[src/rtl/timer_cap_pkg.sv]
// ---------------------------------------------------------------------------
// timer_cap_pkg
//   Shared definitions for the timer input-capture front end.
//   - cap_evt_t : one captured event {chan, is_rise, stamp} at the default
//                 16-bit timestamp width (the packing software sees).
//   - EVT_W     : packed width of cap_evt_t.
//   - IRQ_*     : bit positions inside the 3-bit user IRQ vector.
// ---------------------------------------------------------------------------
package timer_cap_pkg;

  localparam int CHAN_W    = 2;
  localparam int CNT_W_DEF = 16;
  localparam int DEB_W     = 4;

  typedef struct packed {
    logic [CHAN_W-1:0]    chan;
    logic                 is_rise;
    logic [CNT_W_DEF-1:0] stamp;
  } cap_evt_t;

  localparam int EVT_W = $bits(cap_evt_t);

  localparam int IRQ_W      = 3;
  localparam int IRQ_NEMPTY = 0;
  localparam int IRQ_OVF    = 1;
  localparam int IRQ_FULL   = 2;

endpackage

[src/rtl/cap_debounce.sv]
// ---------------------------------------------------------------------------
// cap_debounce
//   Synchroniser, debouncer and edge detector for one capture channel.
//   Ports:
//     clk, rst_n : clock, asynchronous active-low reset
//     i_pad      : raw asynchronous pad level
//     i_deb      : debounce length in cycles (0 = accept after one cycle)
//     o_rise     : one-cycle pulse in the cycle the stable level goes 0->1
//     o_fall     : one-cycle pulse in the cycle the stable level goes 1->0
//   The pulses are asserted in the same cycle the stable register is
//   updated, so the caller can timestamp with its current counter value.
// ---------------------------------------------------------------------------
module cap_debounce
  import timer_cap_pkg::*;
(
  input  logic             clk,
  input  logic             rst_n,
  input  logic             i_pad,
  input  logic [DEB_W-1:0] i_deb,
  output logic             o_rise,
  output logic             o_fall
);

  logic             r_sync1;
  logic             r_sync2;
  logic             r_stable;
  logic [DEB_W-1:0] r_dc;

  logic w_diff;
  logic w_upd;

  // NOTE: clocked state uses non-blocking assignments so every flop samples
  // pre-edge values, exactly like the hardware.
  always_ff @(posedge clk or negedge rst_n) begin
    if (!rst_n) begin
      r_sync1 <= 1'b0;
      r_sync2 <= 1'b0;
    end else begin
      r_sync1 <= i_pad;
      r_sync2 <= r_sync1;
    end
  end

  assign w_diff = r_sync2 ^ r_stable;
  // '>=' rather than '==' so that lowering i_deb below a running count
  // accepts the level at once instead of waiting for the counter to wrap.
  assign w_upd  = w_diff && (r_dc >= i_deb);

  always_ff @(posedge clk or negedge rst_n) begin
    if (!rst_n) begin
      r_stable <= 1'b0;
      r_dc     <= '0;
    end else if (w_upd) begin
      r_stable <= r_sync2;
      r_dc     <= '0;
    end else if (w_diff) begin
      r_dc     <= r_dc + 1'b1;
    end else begin
      r_dc     <= '0;
    end
  end

  assign o_rise = w_upd &  r_sync2;
  assign o_fall = w_upd & ~r_sync2;

endmodule

[src/rtl/timer_capture_unit.sv]
// ---------------------------------------------------------------------------
// timer_capture_unit
//   Input-capture front end for the user-area timer. Each channel is
//   synchronised and debounced; enabled edges are timestamped with a
//   free-running counter, held in a one-deep per-channel pending register,
//   and moved by a fixed-priority arbiter (lowest channel first) into a
//   first-word-fall-through event FIFO.
//   Ports:
//     wb_clk_i, wb_rst_ni : clock, asynchronous active-low reset
//     cap_in              : raw pad inputs, one per channel
//     cfg_en/rise/fall    : per-channel enable and edge selection
//     cfg_deb             : debounce length in cycles (shared)
//     evt_valid/ready     : FIFO head handshake (pop on valid && ready)
//     evt_chan/edge/stamp : head event (edge 1 = rising)
//     ov_clr, overflow    : clear / sticky event-loss flag
//     irq                 : [0] non-empty, [1] overflow, [2] full (registered)
//   DEPTH must be a power of two and at least 2.
// ---------------------------------------------------------------------------
module timer_capture_unit
  import timer_cap_pkg::*;
#(
  parameter int CH    = 4,
  parameter int CNT_W = 16,
  parameter int DEPTH = 4
) (
  input  logic             wb_clk_i,
  input  logic             wb_rst_ni,
  input  logic [CH-1:0]    cap_in,
  input  logic [CH-1:0]    cfg_en,
  input  logic [CH-1:0]    cfg_rise,
  input  logic [CH-1:0]    cfg_fall,
  input  logic [DEB_W-1:0] cfg_deb,
  output logic             evt_valid,
  input  logic             evt_ready,
  output logic [CHAN_W-1:0] evt_chan,
  output logic             evt_edge,
  output logic [CNT_W-1:0] evt_stamp,
  input  logic             ov_clr,
  output logic             overflow,
  output logic [IRQ_W-1:0] irq
);

  localparam int           AW       = $clog2(DEPTH);
  localparam logic [AW:0]  FULL_CNT = (AW+1)'(DEPTH);

  typedef struct packed {
    logic [CHAN_W-1:0] chan;
    logic              is_rise;
    logic [CNT_W-1:0]  stamp;
  } evt_t;

  // ---------------- per-channel sync / debounce / edge ----------------
  logic [CH-1:0] w_rise;
  logic [CH-1:0] w_fall;
  logic [CH-1:0] w_rec;
  logic [CH-1:0] w_drop;

  for (genvar g = 0; g < CH; g++) begin : g_ch
    cap_debounce u_deb (
      .clk    (wb_clk_i),
      .rst_n  (wb_rst_ni),
      .i_pad  (cap_in[g]),
      .i_deb  (cfg_deb),
      .o_rise (w_rise[g]),
      .o_fall (w_fall[g])
    );
  end

  // Disabling a channel only gates new recordings; debounce keeps tracking.
  assign w_rec = cfg_en & ((w_rise & cfg_rise) | (w_fall & cfg_fall));

  // ---------------- timestamp counter ----------------
  logic [CNT_W-1:0] r_cnt;

  always_ff @(posedge wb_clk_i or negedge wb_rst_ni) begin
    if (!wb_rst_ni) r_cnt <= '0;
    else            r_cnt <= r_cnt + 1'b1;
  end

  // ---------------- pending registers ----------------
  logic [CH-1:0]    r_pend_v;
  logic [CH-1:0]    r_pend_rise;
  logic [CNT_W-1:0] r_pend_stamp [CH];

  // An occupied slot rejects a new edge even if the arbiter is draining it
  // in this same cycle; the new edge is lost and flagged.
  assign w_drop = w_rec & r_pend_v;

  // ---------------- priority arbiter ----------------
  logic              w_gnt_v;
  logic [CHAN_W-1:0] w_gnt_idx;
  logic              w_gnt_rise;
  logic [CNT_W-1:0]  w_gnt_stamp;

  // NOTE: every output of this block gets a default before the loop, so no
  // path leaves a value unassigned and no latch is inferred.
  always_comb begin
    w_gnt_v     = 1'b0;
    w_gnt_idx   = '0;
    w_gnt_rise  = 1'b0;
    w_gnt_stamp = '0;
    // Scan downwards so the lowest pending index is the last writer.
    for (int c = CH - 1; c >= 0; c--) begin
      if (r_pend_v[c]) begin
        w_gnt_v     = 1'b1;
        w_gnt_idx   = CHAN_W'(c);
        w_gnt_rise  = r_pend_rise[c];
        w_gnt_stamp = r_pend_stamp[c];
      end
    end
  end

  // ---------------- FIFO control ----------------
  logic [AW-1:0] r_wr_ptr;
  logic [AW-1:0] r_rd_ptr;
  logic [AW:0]   r_count;
  logic          w_full;
  logic          w_push;
  logic          w_pop;

  assign w_full    = (r_count == FULL_CNT);
  // Full blocks the push even when a pop frees a slot in the same cycle.
  assign w_push    = w_gnt_v && !w_full;
  assign evt_valid = (r_count != '0);
  assign w_pop     = evt_valid && evt_ready;

  always_ff @(posedge wb_clk_i or negedge wb_rst_ni) begin
    if (!wb_rst_ni) begin
      r_pend_v    <= '0;
      r_pend_rise <= '0;
      for (int c = 0; c < CH; c++) r_pend_stamp[c] <= '0;
    end else begin
      for (int c = 0; c < CH; c++) begin
        if (w_push && (w_gnt_idx == CHAN_W'(c))) begin
          r_pend_v[c] <= 1'b0;
        end else if (w_rec[c] && !r_pend_v[c]) begin
          r_pend_v[c]     <= 1'b1;
          r_pend_rise[c]  <= w_rise[c];
          r_pend_stamp[c] <= r_cnt;
        end
      end
    end
  end

  always_ff @(posedge wb_clk_i or negedge wb_rst_ni) begin
    if (!wb_rst_ni) begin
      r_wr_ptr <= '0;
      r_rd_ptr <= '0;
      r_count  <= '0;
    end else begin
      if (w_push) r_wr_ptr <= r_wr_ptr + 1'b1;
      if (w_pop)  r_rd_ptr <= r_rd_ptr + 1'b1;
      case ({w_push, w_pop})
        2'b10:   r_count <= r_count + 1'b1;
        2'b01:   r_count <= r_count - 1'b1;
        default: r_count <= r_count;
      endcase
    end
  end

  // ---------------- FIFO storage ----------------
  evt_t r_mem [DEPTH];
  evt_t w_head;

  // NOTE: the storage array has no reset; an entry is only ever read after
  // it was written, and the outputs below are forced to 0 while empty.
  always_ff @(posedge wb_clk_i) begin
    if (w_push) begin
      r_mem[r_wr_ptr] <= '{chan: w_gnt_idx, is_rise: w_gnt_rise, stamp: w_gnt_stamp};
    end
  end

  assign w_head    = r_mem[r_rd_ptr];
  assign evt_chan  = evt_valid ? w_head.chan    : '0;
  assign evt_edge  = evt_valid ? w_head.is_rise : 1'b0;
  assign evt_stamp = evt_valid ? w_head.stamp   : '0;

  // ---------------- overflow flag and IRQ ----------------
  logic             r_ovf;
  logic [IRQ_W-1:0] r_irq;

  always_ff @(posedge wb_clk_i or negedge wb_rst_ni) begin
    if (!wb_rst_ni) begin
      r_ovf <= 1'b0;
    end else if (|w_drop) begin
      r_ovf <= 1'b1;            // a loss wins over a simultaneous clear
    end else if (ov_clr) begin
      r_ovf <= 1'b0;
    end
  end

  always_ff @(posedge wb_clk_i or negedge wb_rst_ni) begin
    if (!wb_rst_ni) begin
      r_irq <= '0;
    end else begin
      r_irq[IRQ_NEMPTY] <= evt_valid;
      r_irq[IRQ_OVF]    <= r_ovf;
      r_irq[IRQ_FULL]   <= w_full;
    end
  end

  assign overflow = r_ovf;
  assign irq      = r_irq;

endmodule
[config.mk]
export PLATFORM = sky130hd
export DESIGN_NAME = timer_capture_unit
export DESIGN_NICKNAME = d
export VERILOG_FILES = /design/src/rtl/timer_cap_pkg.sv /design/src/rtl/cap_debounce.sv /design/src/rtl/timer_capture_unit.sv
export SDC_FILE = /design/constraint.sdc
export NUM_CORES = 1
export LEC_CHECK = 0
export ABC_AREA = 0
export BUFFER_PORTS_ARGS = -buffer_cell sky130_fd_sc_hd__buf_2
export CORE_ASPECT_RATIO = 0.5
export CORE_MARGIN = 2
export CORE_UTILIZATION = 45
export DETAILED_ROUTE_END_ITERATION = 7
export RECOVER_POWER = 25
export SETUP_SLACK_MARGIN = 0.4
export SLEW_MARGIN = 20
export SYNTH_ARGS = -nofsm -noshare
export SYNTH_HDL_FRONTEND = slang
export SYNTH_SLANG_ARGS = --single-unit
[constraint.sdc]
create_clock -name wb_clk_i -period 2.9 [get_ports wb_clk_i]
set_clock_uncertainty 0.15 [all_clocks]
set_input_delay 0.435 -clock wb_clk_i [delete_from_list [all_inputs] [get_ports wb_clk_i]]
set_output_delay 0.435 -clock wb_clk_i [all_outputs]
set_load 0.01 [all_outputs]
# Word level (Yosys, flattened, before mapping)
# Memories as Yosys holds them, arrays and structs flattened.
# Cells that the tools add are included.
totals:
  ff_bits: 127
  latch_bits: 0
  mem_bits_rw: 76
  mem_bits_ro: 0
  out_inout_bits: 24
  wordCells: 151
  n_memories: 1
memory_table:
  columns: ["name", "depth", "width", "rd", "rd_clocked_by_memory_dff", "write_ports", "line", "rtl"]
  rows:
  - ["r_mem", 4, 19, 1, 0, 1, "timer_capture_unit.sv:162", "evt_t r_mem [DEPTH];"]
classes:
  n_addsub: 9
  n_mul: 0
  div: 0
  order_cmp: 4
  eq_ne: 6
  shifts: 0
  muxes: 40
  n_bitwise: 25
  reduce_logical: 32
op_table:
  columns: ["operator", "count"]
  rows:
  - ["$mux 16", 5]
  - ["$mux 4", 8]
  - ["$mux 1", 21]
  - ["$add 16x1->16 const B", 1]
  - ["$add 4x1->4 const B", 4]
  - ["$and 4x4->4", 4]
  - ["$ge 4x4->1", 4]
  - ["$logic_and 1x1->1", 14]
  - ["$reduce_bool 2->1", 6]
  - ["$mux 2", 5]
  - ["$and 1x1->1", 8]
  - ["$not 1->1", 8]
  - ["$reduce_and 2->1", 4]
  - ["$eq 2x2->1 const B", 3]
  - ["$pmux 3 s2", 1]
  - ["$logic_not 1->1", 5]
  - ["$add 2x1->2 const B", 2]
  - ["$eq 2x1->1 const B", 2]
  - ["$or 4x4->4", 1]
  - ["$reduce_or 4->1", 1]
  - ["$xor 1x1->1", 4]
  - ["$add 3x1->3 const B", 1]
  - ["$eq 3x3->1 const B", 1]
  - ["$reduce_bool 3->1", 1]
  - ["other kinds (2)", 2]

# Depth between registers and ports, before layout
logic_depth:
  word_depth: 9
  mapped_depth: 9
  mapped_depth_nobuf: 9

# Cells and area by module
# A second synthesis with hierarchy kept.
hier_totals:
  cells_unflattened: 614
  hier_area_um2: 9072.5
by_module_without_submodules:
  columns: ["mod", "instances", "cells_per_inst", "area_per_inst_um2"]
  rows:
  - ["timer_capture_unit", 1, 482, 7480.9]
  - ["cap_debounce", 4, 33, 397.9]

# Least setup slack after synthesis
# No wires, ideal clock.
synth_timing:
  path_type: "input -> register"
  startpoint: "input port cfg_deb[2]"
  endpoint: "register r_pend_rise[2]"
  setup_ns: 0.125
  t_arrival_ns: 1.991
  required_ns: 2.625
  setup_slack_ns: 0.634
  cell_stages: 7
  n_path_buf: 1
  path_cell_list: "inv_1 -> ha_1 -> o21a_1 -> nor2_1 -> nor4_4 -> buf_6 -> mux2_2"
synth_between:
  elab_chain_len: 8
  elab_cells_between_ends: 10
synth_rtl:
  columns: ["element", "line", "rtl"]
  rows:
  - ["from (decl)", "timer_capture_unit.sv:32", "input logic [DEB_W-1:0] cfg_deb,"]
  - ["$ge 4x4->1 (*)", "cap_debounce.sv:47", "assign w_upd = w_diff && (r_dc >= i_deb);"]
  - ["$logic_and 1x1->1 (*)", "cap_debounce.sv:47", null]
  - ["$and 1x1->1 (on tied branches)", "cap_debounce.sv:63, cap_debounce.sv:64", null]
  - ["$and 4x4->4", "timer_capture_unit.sv:70", "assign w_rec = cfg_en & ((w_rise & cfg_rise) | (w_fall & cfg_fall));"]
  - ["$or 4x4->4", "timer_capture_unit.sv:70", null]
  - ["$and 4x4->4", "timer_capture_unit.sv:70", null]
  - ["$logic_and 1x1->1", "timer_capture_unit.sv:136", "end else if (w_rec[c] && !r_pend_v[c]) begin"]
  - ["$reduce_and 2->1 (no source line)", null, null]
  - ["to (signal, indexed assignment)", "timer_capture_unit.sv:138", "r_pend_rise[c] <= w_rise[c];"]
  - ["to (decl)", "timer_capture_unit.sv:82", "logic [CH-1:0] r_pend_rise;"]
# Every way passes the cells marked *; elsewhere a longest branch is shown, timed or not.
# A chain may end at the register's enable or synchronous reset.

# Worst setup path after layout
layout_timing:
  startpoint: "register r_rd_ptr[0]"
  endpoint: "output port evt_stamp[7]"
layout_between:
  elab_chain_len: 2
layout_rtl:
  columns: ["element", "line", "rtl"]
  rows:
  - ["from (decl)", "timer_capture_unit.sv:115", "logic [AW-1:0] r_rd_ptr;"]
  - ["from (signal assigned)", "timer_capture_unit.sv:152", "if (w_pop) r_rd_ptr <= r_rd_ptr + 1'b1;"]
  - ["$mem_v2 4x19", null, null]
  - ["$mux 16", "timer_capture_unit.sv:176", "assign evt_stamp = evt_valid ? w_head.stamp : '0;"]
  - ["to (decl)", "timer_capture_unit.sv:37", "output logic [CNT_W-1:0] evt_stamp,"]
# No other way between the ends.

==> out/qor.yml <==
rsz0062_at_grt: "yes"
syn-cell-area_sq_um: 8900
regToRegStartpoint: "r_pend_v[3]"
synth_top_cell_by_area: "dfrtp_1"
cp.required_ps: 2320
fp.dieH_um: 103
routedLengthMet1_um: 9130
fmax_ghz: 0.398
switching_share: 0.282
maxCapViolations: 1
critical_path_arrival_ps: 1930
route.detailed.wl_per_inst_um: 18.5
synth_nets: 655
hp-class: "input port to flop"
cp-startpoint: "r_rd_ptr[0]"
combPwrFrac: 0.279
power_switching_w: 0.00239
wl_met2_um: 7490
routabilityCongestion: 0.736
worstHoldStart: "evt_ready"
netlist-cell-type-count: 42
peakVddDrop_uv: 436
ys_warn_count: 0
antenna_found_initial: 0
power_density_nw_per_um2: 809
port_buffers: 47
critical_path_class: "flop to primary output"
synth-async-reset-ratio: 0.626
setup-violations-final: 0
cts_tree: "built"
synth_most_common_cell: "dfrtp_1"
die_area_sq_um: 21000
grt_pass1_vias: 5243
ff2ff_setup_slack_ps: 500
first_pass_iters: 5
grt_max_degree: 50
post-synth-top-area-fraction: 0.357
slew_headroom: -0.273
final_max_slew_viol_count: 31
synth_ff_type: "dfrtp_1"
drc: 0
clockBufferDepth: 3
syn_inst: 604
vias_per_cell: 5.24
ioPinCount: 48
status: "finished with violations"
ys_top_cells_by_count: "127 x dfrtp_1, 76 x edfxtp_1, 69 x mux2_2, 30 x nor2_1, 27 x nand2_1"
fin_crit_ps: 2510
synth_seq_area_share: 0.613
postLayoutSetupSlackWorst_ps: 386
nFillCells: 1635
die_w_um: 203
drive_above_1_share: 0.321
fin_crit_sh: 0.867
worst_slew_pin_slew_ps: 1910
cts_root_buffer: "clkbuf_16"
setup_tns_ps: 0
path_clk_slew_ps: 60
worstSetupStartpointType: "flop"
p_leak_nw: 4.55
antenna_left: 0
place_ws_ps: 51.3
grt_pass1_wl_um: 29000
hold_viol_final: 0
clk_latency_ps: 490
ys_seq_elements: 203
routed_wl_um: 17900
coreArea_sq_um: 19400
drt_iter0_drc: 220
synth_edf_count: 76
clock_power_share: 0.295
placed_area_sq_um: 9640
initial_utilization: 0.459
final_area_sq_um: 10500
multi_input_area_sq_um: 3270
met3_length_um: 1020
finalPower_w: 0.00847
rows: 36
syn_avg_cell_area_sq_um: 14.7
seq_power_share: 0.426
htree_num_levels: 1
regArea_sq_um: 5460
area_growth_pct: 17.6
clock-sinks: 203
internal-power_w: 0.00608
diodes: 0
top_layer: "met4"
violations: "max-capacitance violations, max-slew violations"
nNetsFinal: 743
grtUsageTotal: 0.181
dpl.hpwl_um: 11700
endpoint_kind: "primary output"
synth_area_leaders: "dfrtp_1 36%, edfxtp_1 26%, mux2_2 8.7%"
crit_fanout: 9
num_vias: 5087
cts_buffers: 19
whs_ps: 189
overflow: 0
[layout make-up]
type,instances,share of cell area
clock buffer,28,0.0542
timing repair buffer,91,0.0670
multi-input combinational,356,0.312
clock inverter,6,0.00562
inverter,21,0.00753
sequential,203,0.522
tap,266,0.0318
[worst max-delay path, cell delays in order, from the launching register on]
cell and delay (ps):
dfrtp_2 380, buf_4 130, buf_16 140, mux4_2 500
and2_1 160, buf_2 130
[stage by stage]
stage | util | instances
2_1_floorplan | - | 604
3_3_place_gp | 0.497 | 924
4_1_cts | 0.537 | 969
6_report | 0.539 | 971
3_5_place_dp | 0.497 | 924
5_1_grt | 0.539 | 971
[power groups by stage]
| stage | Clock (W) | Sequential, W | Combinational (W) |
|---|---|---|---|
| 6_report | 0.00249 | 0.00361 | 0.00237 |
| 5_1_grt | 0.00270 | 0.00365 | 0.00262 |
| 4_1_cts | 0.00258 | 0.00360 | 0.00231 |
| 3_5_place_dp | 0 | 0.00367 | 0.00214 |
| 3_3_place_gp | 0 | 0.00365 | 0.00210 |
| 2_1_floorplan | 0 | 0.00359 | 0.00150 |
[state kept, by name (all words and copies together), names as in the netlist]
register             flops
r_rd_ptr                 2
r_cnt                   16
irq                      3
r_mem                   76
g_ch.u_deb.r_dc         16
r_count                  3
g_ch.u_deb.r_sync2       4
r_pend_stamp            64
r_pend_v                 4
g_ch.u_deb.r_stable      4
g_ch.u_deb.r_sync1       4
overflow                 1
r_wr_ptr                 2
r_pend_rise              4
[final timing paths]
kind / end / depth (start not counted)
worst max-delay path: evt_stamp[7] / 5
worst max register to register: r_mem[0][9] / 4
min in group asynchronous: g_ch[0].u_deb.r_dc[3] / 2
worst min-delay path: r_rd_ptr[0] / 3
max in group asynchronous: g_ch[3].u_deb.r_dc[0] / 2
worst min register to register: g_ch[3].u_deb.r_sync2 / 0
[metal layers]
layer,up-vias,GRT usage
met5,-,0
met4,0,0.0371
met3,24,0.0348
met2,90,0.274
met1,2588,0.274
li1,2385,-
[logic make-up (layout without fill, tap and decap cells)]
logic type	after synthesis	after routing	share of synthesized area
XOR/XNOR	32	32	0.0315
buffers and inverters	45	146	0.0228
AO/OA/AOI/OAI	62	62	0.0602
multiplexers	89	89	0.137
flip-flops	203	203	0.613
AND/OR/NAND/NOR	146	146	0.0968
adder cells (fa/ha/maj)	27	27	0.0388
[cell usage in the layout (no fill, tap or decap), drive strengths merged, types with 22 or more instances in the layout]
master | synthesis | final
dfrtp | 127 | 127
ha | 26 | 26
buf | 9 | 83
and2 | 24 | 24
mux2 | 70 | 70
edfxtp | 76 | 76
clkbuf | 15 | 31
nand2 | 27 | 27
inv | 21 | 22
nor2 | 30 | 30
[timing repair]
item                                   4_1_cts  5_1_grt
pin swaps                                    1        2
setup endpoints to repair                   30       22
hold buffers                                 5        0
resized for setup                            1       17
buffers inserted                             4        2
endpoints found under the hold margin       34        0
gates cloned                                 2        0
No activity file was read; power rests on OpenSTA's default activity.
